===== config.mk =====
export PLATFORM = sky130hd
export DESIGN_NAME = count_seq_monitor_flat
export DESIGN_NICKNAME = d
export VERILOG_FILES = /design/src/rtl/count_seq_monitor_pkg.sv /design/src/rtl/count_seq_monitor_if.sv /design/src/rtl/count_seq_monitor_seq_stat_counter.sv /design/src/rtl/count_seq_monitor.sv /design/src/flat_wrapper.sv
export SDC_FILE = /design/constraint.sdc
export NUM_CORES = 1
export LEC_CHECK = 0
export CORE_MARGIN = 5
export CORE_UTILIZATION = 40
export DETAILED_ROUTE_END_ITERATION = 8
export PLACE_DENSITY_LB_ADDON = 0.1
export REMOVE_ABC_BUFFERS = 1
export SLEW_MARGIN = 5
export SYNTH_ARGS = -nofsm -noshare
export SYNTH_HDL_FRONTEND = slang
export SYNTH_HIERARCHICAL = 1
export SYNTH_SLANG_ARGS = --single-unit

===== constraint.sdc =====
create_clock -name clk -period 3.8 [get_ports clk]
set_input_delay 0.76 -clock clk [delete_from_list [all_inputs] [get_ports clk]]
set_output_delay 0.76 -clock clk [all_outputs]
set_load 0.01 [all_outputs]

===== src/rtl/count_seq_monitor_pkg.sv =====
// Shared definitions for the count sequence monitor: FSM encoding and default sizing.
package count_seq_monitor_pkg;

    typedef enum logic [1:0] {
        ST_INIT = 2'd0,
        ST_ACQ  = 2'd1,
        ST_LOCK = 2'd2
    } mon_state_t;

    localparam int DEF_WIDTH      = 3;
    localparam int DEF_SYNC_LEN   = 2;
    localparam int DEF_WRAP_CNT_W = 8;
    localparam int DEF_ERR_CNT_W  = 8;
    // Match counter width; holds any SYNC_LEN up to 15
    localparam int MATCH_W        = 4;

endpackage


===== src/rtl/count_seq_monitor_if.sv =====
// Monitor-side bus: sampled counter stream and clear in, lock/error/wrap status out.
interface count_seq_monitor_if
    import count_seq_monitor_pkg::*;
#(
    parameter int WIDTH      = DEF_WIDTH,
    parameter int WRAP_CNT_W = DEF_WRAP_CNT_W,
    parameter int ERR_CNT_W  = DEF_ERR_CNT_W
);
    logic                  step;
    logic [WIDTH-1:0]      count_in;
    logic                  clr;
    logic                  locked;
    logic                  err_pulse;
    logic                  err_sticky;
    logic                  wrap_pulse;
    logic [WRAP_CNT_W-1:0] wrap_cnt;
    logic [ERR_CNT_W-1:0]  err_cnt;
    logic [WIDTH-1:0]      last_bad;

    modport master (
        output step, count_in, clr,
        input  locked, err_pulse, err_sticky, wrap_pulse, wrap_cnt, err_cnt, last_bad
    );

    modport slave (
        input  step, count_in, clr,
        output locked, err_pulse, err_sticky, wrap_pulse, wrap_cnt, err_cnt, last_bad
    );
endinterface


===== src/rtl/count_seq_monitor_seq_stat_counter.sv =====
// Statistics counter with synchronous clear and either saturating or rollover increment.
module seq_stat_counter #(
    parameter int W        = 8,
    parameter bit SATURATE = 1'b0
) (
    input  logic         clk,
    input  logic         reset,
    input  logic         i_clr,
    input  logic         i_inc,
    output logic [W-1:0] o_cnt
);
    logic [W-1:0] r_cnt;
    logic         w_full;

    assign w_full = &r_cnt;

    // An increment landing with a clear counts after the clear
    always_ff @(posedge clk or posedge reset) begin
        if (reset)
            r_cnt <= '0;
        else if (i_clr)
            r_cnt <= i_inc ? {{(W-1){1'b0}}, 1'b1} : '0;
        else if (i_inc && !(SATURATE && w_full))
            r_cnt <= r_cnt + {{(W-1){1'b0}}, 1'b1};
    end

    assign o_cnt = r_cnt;
endmodule


===== src/rtl/count_seq_monitor.sv =====
// Locks onto a +1/hold count stream and reports skipped, stuck or corrupted values.
module count_seq_monitor
    import count_seq_monitor_pkg::*;
#(
    parameter int WIDTH      = DEF_WIDTH,
    parameter int SYNC_LEN   = DEF_SYNC_LEN,
    parameter int WRAP_CNT_W = DEF_WRAP_CNT_W,
    parameter int ERR_CNT_W  = DEF_ERR_CNT_W
) (
    input  logic          clk,
    input  logic          reset,
    count_seq_monitor_if.slave mon
);
    mon_state_t           r_state;
    logic [WIDTH-1:0]     r_prev;
    logic [MATCH_W-1:0]   r_match;
    logic                 r_locked;
    logic                 r_err_pulse;
    logic                 r_err_sticky;
    logic                 r_wrap_pulse;
    logic [WIDTH-1:0]     r_last_bad;

    logic [WIDTH-1:0]     w_exp;
    logic [MATCH_W-1:0]   w_match_inc;
    logic                 w_good;
    logic                 w_err;
    logic                 w_wrap;

    assign w_exp       = mon.step ? r_prev + WIDTH'(1) : r_prev;
    assign w_good      = (mon.count_in == w_exp);
    assign w_match_inc = r_match + MATCH_W'(1);
    assign w_err       = (r_state == ST_LOCK) && !w_good;
    // A good stepped sample out of all-ones is necessarily 0, so that is the wrap
    assign w_wrap      = (r_state == ST_LOCK) && w_good && mon.step && (&r_prev);

    always_ff @(posedge clk or posedge reset) begin
        if (reset) begin
            r_state      <= ST_INIT;
            r_prev       <= '0;
            r_match      <= '0;
            r_locked     <= 1'b0;
            r_err_pulse  <= 1'b0;
            r_err_sticky <= 1'b0;
            r_wrap_pulse <= 1'b0;
            r_last_bad   <= '0;
        end else begin
            r_prev       <= mon.count_in;
            r_err_pulse  <= w_err;
            r_wrap_pulse <= w_wrap;

            if (w_err)
                r_err_sticky <= 1'b1;
            else if (mon.clr)
                r_err_sticky <= 1'b0;

            if (w_err)
                r_last_bad <= mon.count_in;
            else if (mon.clr)
                r_last_bad <= '0;

            case (r_state)
                ST_INIT: begin
                    r_state <= ST_ACQ;
                    r_match <= '0;
                end
                ST_ACQ: begin
                    if (!w_good)
                        r_match <= '0;
                    else if (w_match_inc == MATCH_W'(SYNC_LEN)) begin
                        r_state  <= ST_LOCK;
                        r_locked <= 1'b1;
                        r_match  <= '0;
                    end else
                        r_match <= w_match_inc;
                end
                ST_LOCK: begin
                    if (!w_good) begin
                        r_state  <= ST_ACQ;
                        r_locked <= 1'b0;
                        r_match  <= '0;
                    end
                end
                default: begin
                    r_state  <= ST_INIT;
                    r_locked <= 1'b0;
                    r_match  <= '0;
                end
            endcase
        end
    end

    seq_stat_counter #(.W(WRAP_CNT_W), .SATURATE(1'b0)) u_wrap_cnt (
        .clk   (clk),
        .reset (reset),
        .i_clr (mon.clr),
        .i_inc (w_wrap),
        .o_cnt (mon.wrap_cnt)
    );

    seq_stat_counter #(.W(ERR_CNT_W), .SATURATE(1'b1)) u_err_cnt (
        .clk   (clk),
        .reset (reset),
        .i_clr (mon.clr),
        .i_inc (w_err),
        .o_cnt (mon.err_cnt)
    );

    assign mon.locked     = r_locked;
    assign mon.err_pulse  = r_err_pulse;
    assign mon.err_sticky = r_err_sticky;
    assign mon.wrap_pulse = r_wrap_pulse;
    assign mon.last_bad   = r_last_bad;
endmodule


===== src/flat_wrapper.sv =====
// flat-port wrapper written by rule: the top's interface ports become plain ports
module count_seq_monitor_flat import count_seq_monitor_pkg::*;
#(
    parameter int WIDTH      = DEF_WIDTH,
    parameter int SYNC_LEN   = DEF_SYNC_LEN,
    parameter int WRAP_CNT_W = DEF_WRAP_CNT_W,
    parameter int ERR_CNT_W  = DEF_ERR_CNT_W
)
  (clk, reset, mon_step, mon_count_in, mon_clr, mon_locked, mon_err_pulse, mon_err_sticky, mon_wrap_pulse, mon_wrap_cnt, mon_err_cnt, mon_last_bad);
  count_seq_monitor_if #(.WIDTH(WIDTH), .WRAP_CNT_W(WRAP_CNT_W), .ERR_CNT_W(ERR_CNT_W)) mon_i ();
  input  logic clk;
  input  logic reset;
  input wire logic [$bits(mon_i.step)-1:0] mon_step;
  input wire logic [$bits(mon_i.count_in)-1:0] mon_count_in;
  input wire logic [$bits(mon_i.clr)-1:0] mon_clr;
  output wire logic [$bits(mon_i.locked)-1:0] mon_locked;
  output wire logic [$bits(mon_i.err_pulse)-1:0] mon_err_pulse;
  output wire logic [$bits(mon_i.err_sticky)-1:0] mon_err_sticky;
  output wire logic [$bits(mon_i.wrap_pulse)-1:0] mon_wrap_pulse;
  output wire logic [$bits(mon_i.wrap_cnt)-1:0] mon_wrap_cnt;
  output wire logic [$bits(mon_i.err_cnt)-1:0] mon_err_cnt;
  output wire logic [$bits(mon_i.last_bad)-1:0] mon_last_bad;
  assign mon_i.step = mon_step;
  assign mon_i.count_in = mon_count_in;
  assign mon_i.clr = mon_clr;
  assign mon_locked = mon_i.locked;
  assign mon_err_pulse = mon_i.err_pulse;
  assign mon_err_sticky = mon_i.err_sticky;
  assign mon_wrap_pulse = mon_i.wrap_pulse;
  assign mon_wrap_cnt = mon_i.wrap_cnt;
  assign mon_err_cnt = mon_i.err_cnt;
  assign mon_last_bad = mon_i.last_bad;
  count_seq_monitor #(.WIDTH(WIDTH), .SYNC_LEN(SYNC_LEN), .WRAP_CNT_W(WRAP_CNT_W), .ERR_CNT_W(ERR_CNT_W)) u_core (.clk(clk), .reset(reset), .mon(mon_i));
endmodule

After elaboration in Yosys (flattened, before gate mapping)

Cells that the tools add are included.

Equality and inequality tests: 7
Bitwise operators: 1
$add $sub $neg: 4
Reduce and logical (&&, ||, !) cells: 15
Multiplexer cells: 23

Operator list:

| kind                                                   | count |
|---|---|
| 2-to-1 mux 8 bit                                       | 4 |
| adder 8 x 1 -> 8 bit (second input constant)           | 2 |
| 2-to-1 mux 4 bit                                       | 3 |
| 2-to-1 mux 3 bit                                       | 3 |
| case mux 4 bit (2 select lines)                        | 1 |
| AND reduction 8 bit                                    | 1 |
| 2-to-1 mux 1 bit                                       | 7 |
| 2-to-1 mux 2 bit                                       | 3 |
| case mux 2 bit (3 select lines)                        | 1 |
| AND reduction 3 bit                                    | 2 |
| nonzero test 2 bit                                     | 3 |
| logical AND 1 bit                                      | 5 |
| adder 4 x 1 -> 4 bit (second input constant)           | 1 |
| == test 4 x 2 -> 1 bit (second input constant)         | 1 |
| inequality test 2 x 1 -> 1 bit (second input constant) | 2 |
| AND reduction 4 bit                                    | 1 |
| adder 3 x 1 -> 3 bit (second input constant)           | 1 |
| == test 3 bit                                          | 1 |
| case mux 1 bit (3 select lines)                        | 1 |
| == test 2 x 1 -> 1 bit (second input constant)         | 1 |
| == test 2 bit (second input constant)                  | 1 |
| logical NOT 1 bit                                      | 2 |
| logical NOT 2 bit                                      | 1 |
| inequality test 2 bit (second input constant)          | 1 |
| inverter 1 bit                                         | 1 |

Bits of input ports: 7
Word-level logic and storage cells: 60
Flip-flop bits (word level): 32
Output and inout bits: 23

Longest topological paths before layout

Gate-level depths: netlist (run 1).

Depth after elaboration: 8
Depth in mapped cells: 10
Mapped depth without buffers: 9

Modules after synthesis

Netlist (run 1), hierarchy kept.

By module, submodules not included:

| module                                | instances | cells an instance | area each (um^2) | sequential area each (um^2) |
|---|---|---|---|---|
| count_seq_monitor                     | 1         | 78                | 859.6            | 400.4 |
| seq_stat_counter at u_core.u_err_cnt  | 1         | 50                | 531.8            | 200.2 |
| seq_stat_counter at u_core.u_wrap_cnt | 1         | 38                | 402.9            | 200.2 |

Least setup slack after synthesis (run 1)

Ideal clock, no wire load.

Path type: register -> register
From: reg u_core.r_prev[0]
To: reg u_core.u_wrap_cnt.r_cnt[5], in the netlist u_core/u_wrap_cnt/o_cnt[5]
Stages on the path, launching flop included: 11
Buffers on the path: 1
Clock period less this slack: 2.501 ns
Arrival: 2.424 ns
Path slack: 1.299 ns
Required time: 3.723 ns
Setup time: 0.077 ns
Cells stage by stage: dfrtp_1 -> ha_1 -> ha_1 -> xor2_1 -> nor3_1 -> o21ai_2 -> nor2_1 -> buf_4 -> o2111ai_4 -> or3_1 -> a21oi_1

Word-level cells in the longest chain between the ends: 7
Elaborated cells on any way between the ends: 8
Those cells by class: 1 x add/sub; 1 x eq/ne; 1 x mux; 5 x reduce/logical

Ends and longest elaborated chain:

| element                         | RTL line                                 | text |
|---|---|---|
| start, declared                 | count_seq_monitor.sv:15                  | `logic [WIDTH-1:0] r_prev;` |
| start signal, assigned          | count_seq_monitor.sv:47                  | `r_prev <= mon.count_in;` |
| adder 3 x 1 -> 3 bit            | count_seq_monitor.sv:29                  | `assign w_exp = mon.step ? r_prev + WIDTH'(1) : r_prev;` |
| 2-to-1 mux 3 bit                | count_seq_monitor.sv:29                  |  |
| == test 3 bit                   | count_seq_monitor.sv:30                  | `assign w_good = (mon.count_in == w_exp);` |
| logical AND 1 bit (2 in series) | count_seq_monitor.sv:34                  | `assign w_wrap = (r_state == ST_LOCK) && w_good && mon.step && (&r_prev);` |
| logical AND 1 bit *             | count_seq_monitor.sv:34                  |  |
| net u_core.w_wrap               | count_seq_monitor.sv:27                  | `logic w_wrap;` |
| nonzero test 2 bit (no line) *  | --                                       |  |
| end signal, assigned            | count_seq_monitor_seq_stat_counter.sv:22 | `r_cnt <= i_inc ? {{(W-1){1'b0}}, 1'b1} : '0;` |
| end signal, assigned            | count_seq_monitor_seq_stat_counter.sv:24 | `r_cnt <= r_cnt + {{(W-1){1'b0}}, 1'b1};` |
| end, declared                   | count_seq_monitor_seq_stat_counter.sv:12 | `logic [W-1:0] r_cnt;` |

The timed path passes the listed nets; every way through them passes the cells marked *.
A chain may end at the register's enable or synchronous reset.

Worst setup path after layout (run 1)

From: in mon_step
To: reg u_core.u_err_cnt.r_cnt[5], in the netlist u_core/u_err_cnt/o_cnt[5]

Word-level cells in the longest chain between the ends: 6

Ends and longest elaborated chain:

| element                      | RTL line                                 | text |
|---|---|---|
| start, declared              | flat_wrapper.sv:13                       | `input wire logic [$bits(mon_i.step)-1:0] mon_step;` |
| 2-to-1 mux 3 bit             | count_seq_monitor.sv:29                  |  |
| == test 3 bit                | count_seq_monitor.sv:30                  |  |
| logical NOT 1 bit            | count_seq_monitor.sv:32                  | `assign w_err = (r_state == ST_LOCK) && !w_good;` |
| logical AND 1 bit            | count_seq_monitor.sv:32                  |  |
| net u_core.w_err             | count_seq_monitor.sv:26                  | `logic w_err;` |
| logical AND 1 bit            | count_seq_monitor_seq_stat_counter.sv:23 | `else if (i_inc && !(SATURATE && w_full))` |
| nonzero test 2 bit (no line) | --                                       |  |
| end signal, assigned         | count_seq_monitor_seq_stat_counter.sv:22 |  |
| end signal, assigned         | count_seq_monitor_seq_stat_counter.sv:24 |  |
| end, declared                | count_seq_monitor_seq_stat_counter.sv:12 |  |

The timed path passes the listed nets, and every way through them passes these cells.

==> results of run 1 <==
[cells in the final DEF (no fill, tap or decap), types with 6 or more instances in the layout]
master and count:
a21oi_1 7, clkbuf_8 7, clkdlybuf4s50_1 29, dfrtp_1 32, ha_1 6, inv_1 12, nand2_1 7, nand3_1 6
nor2_1 13, nor2b_1 7, xor2_1 7
[kinds of logic after synthesis]
logic type               after synthesis  synth area share (%)
adder cells (fa/ha/maj)                6                  4.18
XOR/XNOR                              11                  5.79
flip-flops                            32                  44.6
AO/OA/AOI/OAI                         36                  18.0
AND/OR/NAND/NOR                       55                  16.9
buffers and inverters                 17                  4.39
multiplexers                           9                  6.07
[final cells by class]
class                   count  share of cell area (%)
multi-input cells         117                    40.5
clock buffers               7                    4.27
clock inverters             1                    1.33
repair buffers             31                    13.5
inverters                  12                    2.00
well taps                  52                    2.88
flip-flops and latches     32                    35.5
[power groups by stage]
stage / Combinational (uW) / Sequential [uW] / Clock, uW
CTS: 76.9 / 359 / 370
detailed placement: 76.6 / 365 / 0
global placement: 74.1 / 365 / 0
finish: 75.2 / 359 / 360
global route: 83.8 / 360 / 388
floorplan: 39.0 / 367 / 0
[flip-flops by register name, indices dropped and copies added, names as in the netlist]
signal / cells
u_core/u_wrap_cnt/o_cnt: 8
u_core/r_state: 2
u_core/u_err_cnt/o_cnt: 8
u_core/mon.wrap_pulse: 1
u_core/mon.last_bad: 3
u_core/r_match: 4
u_core/r_prev: 3
u_core/mon.err_pulse: 1
u_core/mon.locked: 1
u_core/mon.err_sticky: 1
[metrics by stage]
step	cells	setup WS, ns	area [sq um]	hold WS (ns)	util, %
final	252	0.857	2260	0.512	51.8
after global placement	244	0.637	2130	0.496	48.9
after detailed placement	244	0.553	2130	0.489	48.9
after CTS	252	0.859	2260	0.518	51.8
after global routing	252	0.752	2260	0.530	51.8
after floorplan	161	1.14	1760	0.527	-
[layer usage]
metal | vias up | wire (um)
met3 | 7 | 173
li1 | 665 | -
met1 | 674 | 1780
met4 | 0 | 57
met5 | - | 0
met2 | 32 | 1820
[worst max-delay path, cell delays in order]
cell and delay, ns:
clkdlybuf4s50_1 0.56, mux2i_1 0.30, xor2_2 0.16, o311ai_4 0.53, nand4_2 0.23, a211oi_4 0.26, mux2_4 0.31
[path summary, 6_finish.rpt]
check / startpoint / to / slack [ns]
max: mon_step / u_core/u_err_cnt/o_cnt[5] / 0.86
min: u_core/mon.err_sticky / u_core/mon.err_sticky / 0.51
max reg2reg: u_core/r_prev[0] / u_core/u_wrap_cnt/o_cnt[5] / 1.01
min reg2reg: u_core/mon.err_sticky / u_core/mon.err_sticky / 0.51
max in group asynchronous: reset / u_core/mon.err_pulse / 2.47
min in group asynchronous: reset / u_core/u_wrap_cnt/o_cnt[2] / 0.82
==> out/metrics.yaml, run 1 <==
wire_per_inst_um: 15.2
wl_mm: 3.83
hold_buffers: 0
hold_path.class: "reg -> reg"
diodes: 0
cp-end-kind: "flop"
fin_crit_ns: 2.94
crit_required_ns: 3.97
crit_type: "in -> reg"
cts_inserted_buffers: 5
antenna_found_initial: 0
ys_ff_latch: 32
grt_pass1_vias: 1386
finalSetupViolCount: 0
hold_viol_final: 0
num_vias: 1378
skew_ns: 0.00192
regArea_sq_um: 801
critPathLaunchType: "input port"
clockPowerShare_pct: 45.4
rows: 24
gp_congestion: 0.780
cts_num_sinks: 32
synth_edf_count: 0
drv_slew: 0
timing.critical_path.fanout_max: 12
holdPathStages: 1
grt_overflow: 0
die_y_um: 77.0
synth_area_per_cell_sq_um: 10.8
synth_top_area_cell: "dfrtp_1"
finalCritPeriodShare_pct: 77.4
syn_to_final_growth_pct: 25.8
drive_gt1_share_pct: 15.5
routed_via_density: 5.47
p_seq_share_pct: 45.2
clockBufferDepth: 2
rsz0062_at_grt: "no"
post_cts_resized: 0
switchingPower_uw: 180
drc: 0
multi_input_area_sq_um: 915
tns_ns: 0
grt_usage_pct: 13.4
coreArea_sq_mm: 0.00435
pwr-share-comb_pct: 9.5
grtUsageMet2_pct: 21.2
dieWidth_um: 77.0
grtUsageMet1_pct: 16.9
power_density_mw_per_mm2: 352
critPathArrivalTime_ns: 3.11
synth_ff_type: "dfrtp_1"
ys_top_cells_by_count: "dfrtp_1, nor2_1, inv_1"
yosysUniqueCellTypes: 51
ioPinCount: 30
grt_max_degree: 27
ir_worst_vdd_mv: 0.214
worst_pin_slew_ns: 0.607
leakage_uw: 0.000973
cts_tree: "yes"
netlist_instances: 166
grt_busiest_layer: "met2"
grt_pass1_wl_mm: 6.47
switching_share_pct: 22.6
p_int_uw: 615
cts-root-buf: "clkbuf_8"
outcome: "finished, final reports clean"
initial_core_util_pct: 41.2
post_cts_buffers: 0
global_route.usage.met3_pct: 4.10
relSlewSlack_pct: 59.5
max-cap-violations: 0
seq_area_frac_synth_pct: 44.6
p_total_uw: 794
synth_area_leaders: "dfrtp_1, ha_1, xor2_1, nor2_1, inv_1"
synth_warnings: 6
netlist_area_sq_mm: 0.00179
yosys.area.top_type_share_pct: 44.6
fillers: 388
port_buffers: 29
h-tree-depth: 2
synth.most_common_cell: "dfrtp_1"
reg2reg_depth: 9
async_flop_share_pct: 100
firstDrtPassIters: 4
fp.dieArea_sq_mm: 0.00593
fmax_mhz: 340
drt_iter0_markers: 42
clk_latency_ns: 0.28
place_hpwl_mm: 2.80
drtAntennaViolNets: 0
clk_pin_slew_ns: 0.07
nNetsFinal: 212
Power figures use the tool's default switching activity.
==> inputs of run 2 (changes only) <==
clock period = 2.4 ns   (was 3.8 ns; I/O delays follow)
==> run 2 against run 1 <==
Worst hold slack worse by 0.017 ns. Via count up 3.3%. Combinational power up 89%. Cell count up 5.6%. Non-clock buffer count up 14.
==> out/metrics.yaml, run 2 (synthesis results as in run 1) <==
fin_crit_ns: 2.28
gp_congestion: 0.778  # -0.24%
max-cap-violations: 0  # unchanged
drv_slew: 0  # unchanged
critPathLaunchType: "flop"
hold_viol_final: 0  # unchanged
crit_required_ns: 2.61  # -1.36 ns
port_buffers: 29  # unchanged
reg2reg_depth: 10  # +1
dieWidth_um: 77.0  # unchanged
layout_commonest_cell: "dfrtp_1"
initial_core_util_pct: 41.2  # unchanged
pre_cts_slack_ns: -0.280  # -0.832 ns
cts-root-buf: "clkbuf_8"
final_cell_area_sq_mm: 0.00236  # +4.8%
diodes: 0  # unchanged
ioPinCount: 30  # unchanged
holdPathStages: 1  # unchanged
clk_pin_slew_ns: 0.06  # about the same
h-tree-depth: 2  # unchanged
num_vias: 1424  # +3.3%
crit_type: "reg -> reg"
place_hpwl_mm: 2.88  # +3.1%
power_density_mw_per_mm2: 482  # +37%
nNetsFinal: 226  # +6.6%
tns_ns: 0  # unchanged
skew_ns: 0.00980  # +0.00788 ns
relSlewSlack_pct: 58.1  # -1.4 points
clk_latency_ns: 0.28  # about the same
routed_via_density: 5.35  # -2.1%
grt_pass1_vias: 1505  # +8.6%
fmax_mhz: 439
drive_gt1_share_pct: 22.9  # +7.4 points
finalSetupViolCount: 0  # unchanged
outcome: "finished, final reports clean"
coreArea_sq_mm: 0.00435  # unchanged
fillers: 373  # -3.9%
cts_num_sinks: 32  # unchanged
antenna_found_initial: 0  # unchanged
syn_to_final_growth_pct: 31.8
grt_max_degree: 26  # -3.7%
cts_tree: "yes"
hold_buffers: 0  # unchanged
worst_pin_slew_ns: 0.627  # +0.0203 ns
rsz0062_at_grt: "no"
fp.dieArea_sq_mm: 0.00593  # unchanged
die_y_um: 77.0  # unchanged
fin_ws_ns: 0.122  # -0.735 ns
finalCritPeriodShare_pct: 94.9
utilization_pct: 54.3  # +2.5 points
firstDrtPassIters: 5  # +1
grt_overflow: 0  # unchanged
critPathArrivalTime_ns: 2.49  # -0.62 ns
hold_path.class: "reg -> reg"
drtAntennaViolNets: 0  # unchanged
grt_usage_pct: 14.2  # +0.85 points
p_total_uw: 1140  # +43%
drt_iter0_markers: 70  # +67%
wl_mm: 3.97  # +3.7%
leakage_uw: 0.00103  # +6.2%
drc: 0  # unchanged
placed_area_sq_mm: 0.00221  # +3.9%
timing.critical_path.fanout_max: 4  # -8
ir_worst_vdd_mv: 0.347  # +62%
cts_inserted_buffers: 5  # unchanged
grt_pass1_wl_mm: 6.98  # +7.8%
layout_common_cells: "dfrtp_1, clkdlybuf4s50_1, buf_4, nor2_1, inv_1"
clockBufferDepth: 2  # unchanged
rows: 24  # unchanged
cp-end-kind: "flop"
wire_per_inst_um: 14.9  # -1.7%
## run 2: cell count changes in the layout (fill, tap and decap cells not counted), sizes merged
cell           delta
clkbuf            +1
clkdlybuf4s50     -1
bufinv            -1
dlymetal6s2s      +1
buf              +14
## run 2: layout make-up
| class | instances | area (sq um) | share of cell area [%] |
|---|---|---|---|
| clock buffers | 8 | 90.1 | 3.81 |
| inverters | 12 | 45.0 | 1.90 |
| multi-input cells | 117 | 951 | 40.2 |
| flip-flops and latches | 32 | 801 | 33.9 |
| well taps | 52 | 65.1 | 2.75 |
| repair buffers | 45 | 413 | 17.5 |
## run 2: stage by stage
step | std cells | hold WS, ns
finish | 266 | 0.495
CTS | 264 | 0.497
global placement | 255 | 0.476
global route | 266 | 0.513
detailed placement | 255 | 0.470
floorplan | 161 | 0.296
## run 2: routing by layer
metal	vias to the layer above	GRT usage, %	wire length, um
met3	2	4.45	190
met4	0	4.64	21
met2	36	22.7	2000
met1	696	18.2	1750
li1	690	-	-
met5	-	0	0
## run 2: worst paths after layout
path	startpoint	end	slack, ns
worst max-delay path	u_core/r_prev[0]	u_core/u_wrap_cnt/o_cnt[5]	0.12
worst min-delay path	u_core/mon.err_sticky	u_core/mon.err_sticky	0.50
worst max register to register	u_core/r_prev[0]	u_core/u_wrap_cnt/o_cnt[5]	0.12
worst min register to register	u_core/mon.err_sticky	u_core/mon.err_sticky	0.50
max in group asynchronous	reset	u_core/mon.err_pulse	1.33
min in group asynchronous	reset	u_core/u_err_cnt/o_cnt[0]	0.53
## run 2: repair_timing
action / CTS / global route
pin swaps: 1 / 8
setup buffers: 1 / 2
resized for setup: 1 / 7
endpoints found under the setup margin: 3 / 5
## run 2: critical path, cell delays in order, from the launching register on
cell and delay, ns:
dfrtp_1 0.39, ha_1 0.23, ha_4 0.22, xor2_2 0.18
nor3_2 0.22, o21ai_2 0.10, nor2_1 0.12, buf_4 0.14
o2111ai_4 0.13, or3_1 0.36, a21oi_2 0.12
## run 2: power breakdown
| group | internal (uW) | total, uW | switching, uW | leakage, uW |
|---|---|---|---|---|
| Sequential | 554 | 569 | 15.4 | 0.000432 |
| Combinational | 69.2 | 142 | 73.2 | 0.000556 |
| Clock | 234 | 427 | 194 | 0.0000455 |
| Total | 857 | 1140 | 282 | 0.00103 |
==> inputs of run 3 (changes only) <==
clock period = 2.9 ns   (was 2.4 ns; I/O delays follow)
==> run 3 against run 2 <==
Flip-flop and latch count did not move. Sequential share of layout area rose by 1.5 points. Clock power fell by 17%. Setup slack improved by 0.21 ns. Core utilization fell by 2.3 points. Clock skew fell by 0.0038 ns. Combinational power fell by 27%. Count of clock-buffer cells in the layout did not move. Critical path type unchanged.
==> out/metrics.yaml, run 3 (synthesis results as in run 1) <==
drv_slew: 0  # unchanged
cts_inserted_buffers: 5  # unchanged
cp-end-kind: "flop"
layout_common_cells: "dfrtp_1, clkdlybuf4s50_1, nor2_1, inv_1, buf_4"
relSlewSlack_pct: 58.9  # +0.76 points
rsz0062_at_grt: "no"
fillers: 383  # +2.7%
routed_via_density: 5.36  # +0.20%
leakage_uw: 0.000985  # -4.7%
cts_num_sinks: 32  # unchanged
drt_iter0_markers: 74  # +5.7%
final_cell_area_sq_mm: 0.00227  # -4.2%
diodes: 0  # unchanged
placed_area_sq_mm: 0.00218  # -1.7%
critPathArrivalTime_ns: 2.78  # +0.29 ns
post_cts_buffers: 0  # -1
grt_max_degree: 26  # unchanged
power_density_mw_per_mm2: 409  # -15%
crit_required_ns: 3.11  # +0.50 ns
dieWidth_um: 77.0  # unchanged
grt_pass1_vias: 1454  # -3.4%
die_y_um: 77.0  # unchanged
crit_type: "reg -> reg"
wl_mm: 3.77  # -5.1%
num_vias: 1384  # -2.8%
rows: 24  # unchanged
drtAntennaViolNets: 0  # unchanged
fin_crit_ns: 2.57  # +0.295 ns
fmax_mhz: 389  # -11%
fp.dieArea_sq_mm: 0.00593  # unchanged
finalCritPeriodShare_pct: 88.7  # -6.2 points
grt_overflow: 0  # unchanged
hold_path.class: "reg -> reg"
hold_viol_final: 0  # unchanged
antenna_found_initial: 0  # unchanged
syn_to_final_growth_pct: 26.3
clk_latency_ns: 0.28  # about the same
timing.critical_path.fanout_max: 5  # +1
hold_slack_ns: 0.497  # +0.00202 ns
tns_ns: 0  # unchanged
skew_ns: 0.00597  # -0.00383 ns
place_hpwl_mm: 2.73  # -5.4%
utilization_pct: 52.0  # -2.3 points
h-tree-depth: 2  # unchanged
hold_buffers: 0  # unchanged
outcome: "finished, final reports clean"
ir_worst_vdd_mv: 0.246  # -29%
wire_per_inst_um: 14.6  # -2.1%
coreArea_sq_mm: 0.00435  # unchanged
critPathLaunchType: "flop"
post_cts_resized: 0  # -1
grt_usage_pct: 14.0  # -0.24 points
clk_pin_slew_ns: 0.06  # about the same
worst_pin_slew_ns: 0.616  # -0.0114 ns
initial_core_util_pct: 41.2  # unchanged
max-cap-violations: 0  # unchanged
cts_tree: "yes"
drive_gt1_share_pct: 17.0  # -5.9 points
cts-root-buf: "clkbuf_8"
grt_pass1_wl_mm: 6.82  # -2.3%
gp_congestion: 0.797  # +2.5%
drc: 0  # unchanged
port_buffers: 29  # unchanged
nNetsFinal: 218  # -3.5%
firstDrtPassIters: 4  # -1
layout_commonest_cell: "dfrtp_1"
clockBufferDepth: 2  # unchanged
ioPinCount: 30  # unchanged
finalSetupViolCount: 0  # unchanged
-- run 3: metal layers --
metal  share of wire, %  wire [um]  vias to the layer above  global-route usage [%]
met3                3.9        146                        8                    3.63
met4                1.9         71                        0                    6.70
li1                   -          -                      673                       -
met2                 47       1770                       28                    21.9
met1                 47       1770                      675                    17.8
met5                  0          0                        -                       0
-- run 3: path summary, 6_finish.rpt --
kind / start / endpoint / slack [ns] / cells after the start
worst max-delay path: u_core/r_prev[0] / u_core/u_wrap_cnt/o_cnt[5] / 0.33 / 9
min in group asynchronous: reset / u_core/u_wrap_cnt/o_cnt[6] / 0.63 / 2
worst min register to register: u_core/mon.err_sticky / u_core/mon.err_sticky / 0.50 / 1
worst min-delay path: u_core/mon.err_sticky / u_core/mon.err_sticky / 0.50 / 1
max in group asynchronous: reset / u_core/r_prev[0] / 1.73 / 2
worst max register to register: u_core/r_prev[0] / u_core/u_wrap_cnt/o_cnt[5] / 0.33 / 9
-- run 3: per-stage QoR --
step	setup slack (ns)	std cells	total power, uW
after floorplan	0.237	161	531
final	0.328	258	927
after global routing	0.0975	258	974
after CTS	0.294	258	947
after global placement	0.115	250	580
after detailed placement	0.0578	250	585
-- run 3: worst max-delay path, cell delays in order (launching register included) --
cell and delay, ns:
dfrtp_1 0.41, ha_1 0.22, ha_1 0.28, xor2_1 0.17, nor3_1 0.32, o21ai_2 0.12
nor2_1 0.29, o2111ai_4 0.17, or3_1 0.37, a21oi_1 0.14
-- run 3: cell type report --
type | instances | area [sq um] | share of cell area (%)
Clock buffer | 8 | 90.1 | 3.98
Tap cell | 52 | 65.1 | 2.87
Multi-Input combinational cell | 117 | 915 | 40.4
Inverter | 12 | 45.0 | 1.99
Timing Repair Buffer | 37 | 350 | 15.5
Sequential cell | 32 | 801 | 35.3
-- run 3: where the power goes --
group	switching, uW	total, uW	internal (uW)	leakage (uW)
sequential	11.9	471	459	0.000432
combinational	55.5	104	48.5	0.000508
clock	159	353	193	0.0000455
total	227	927	701	0.000985
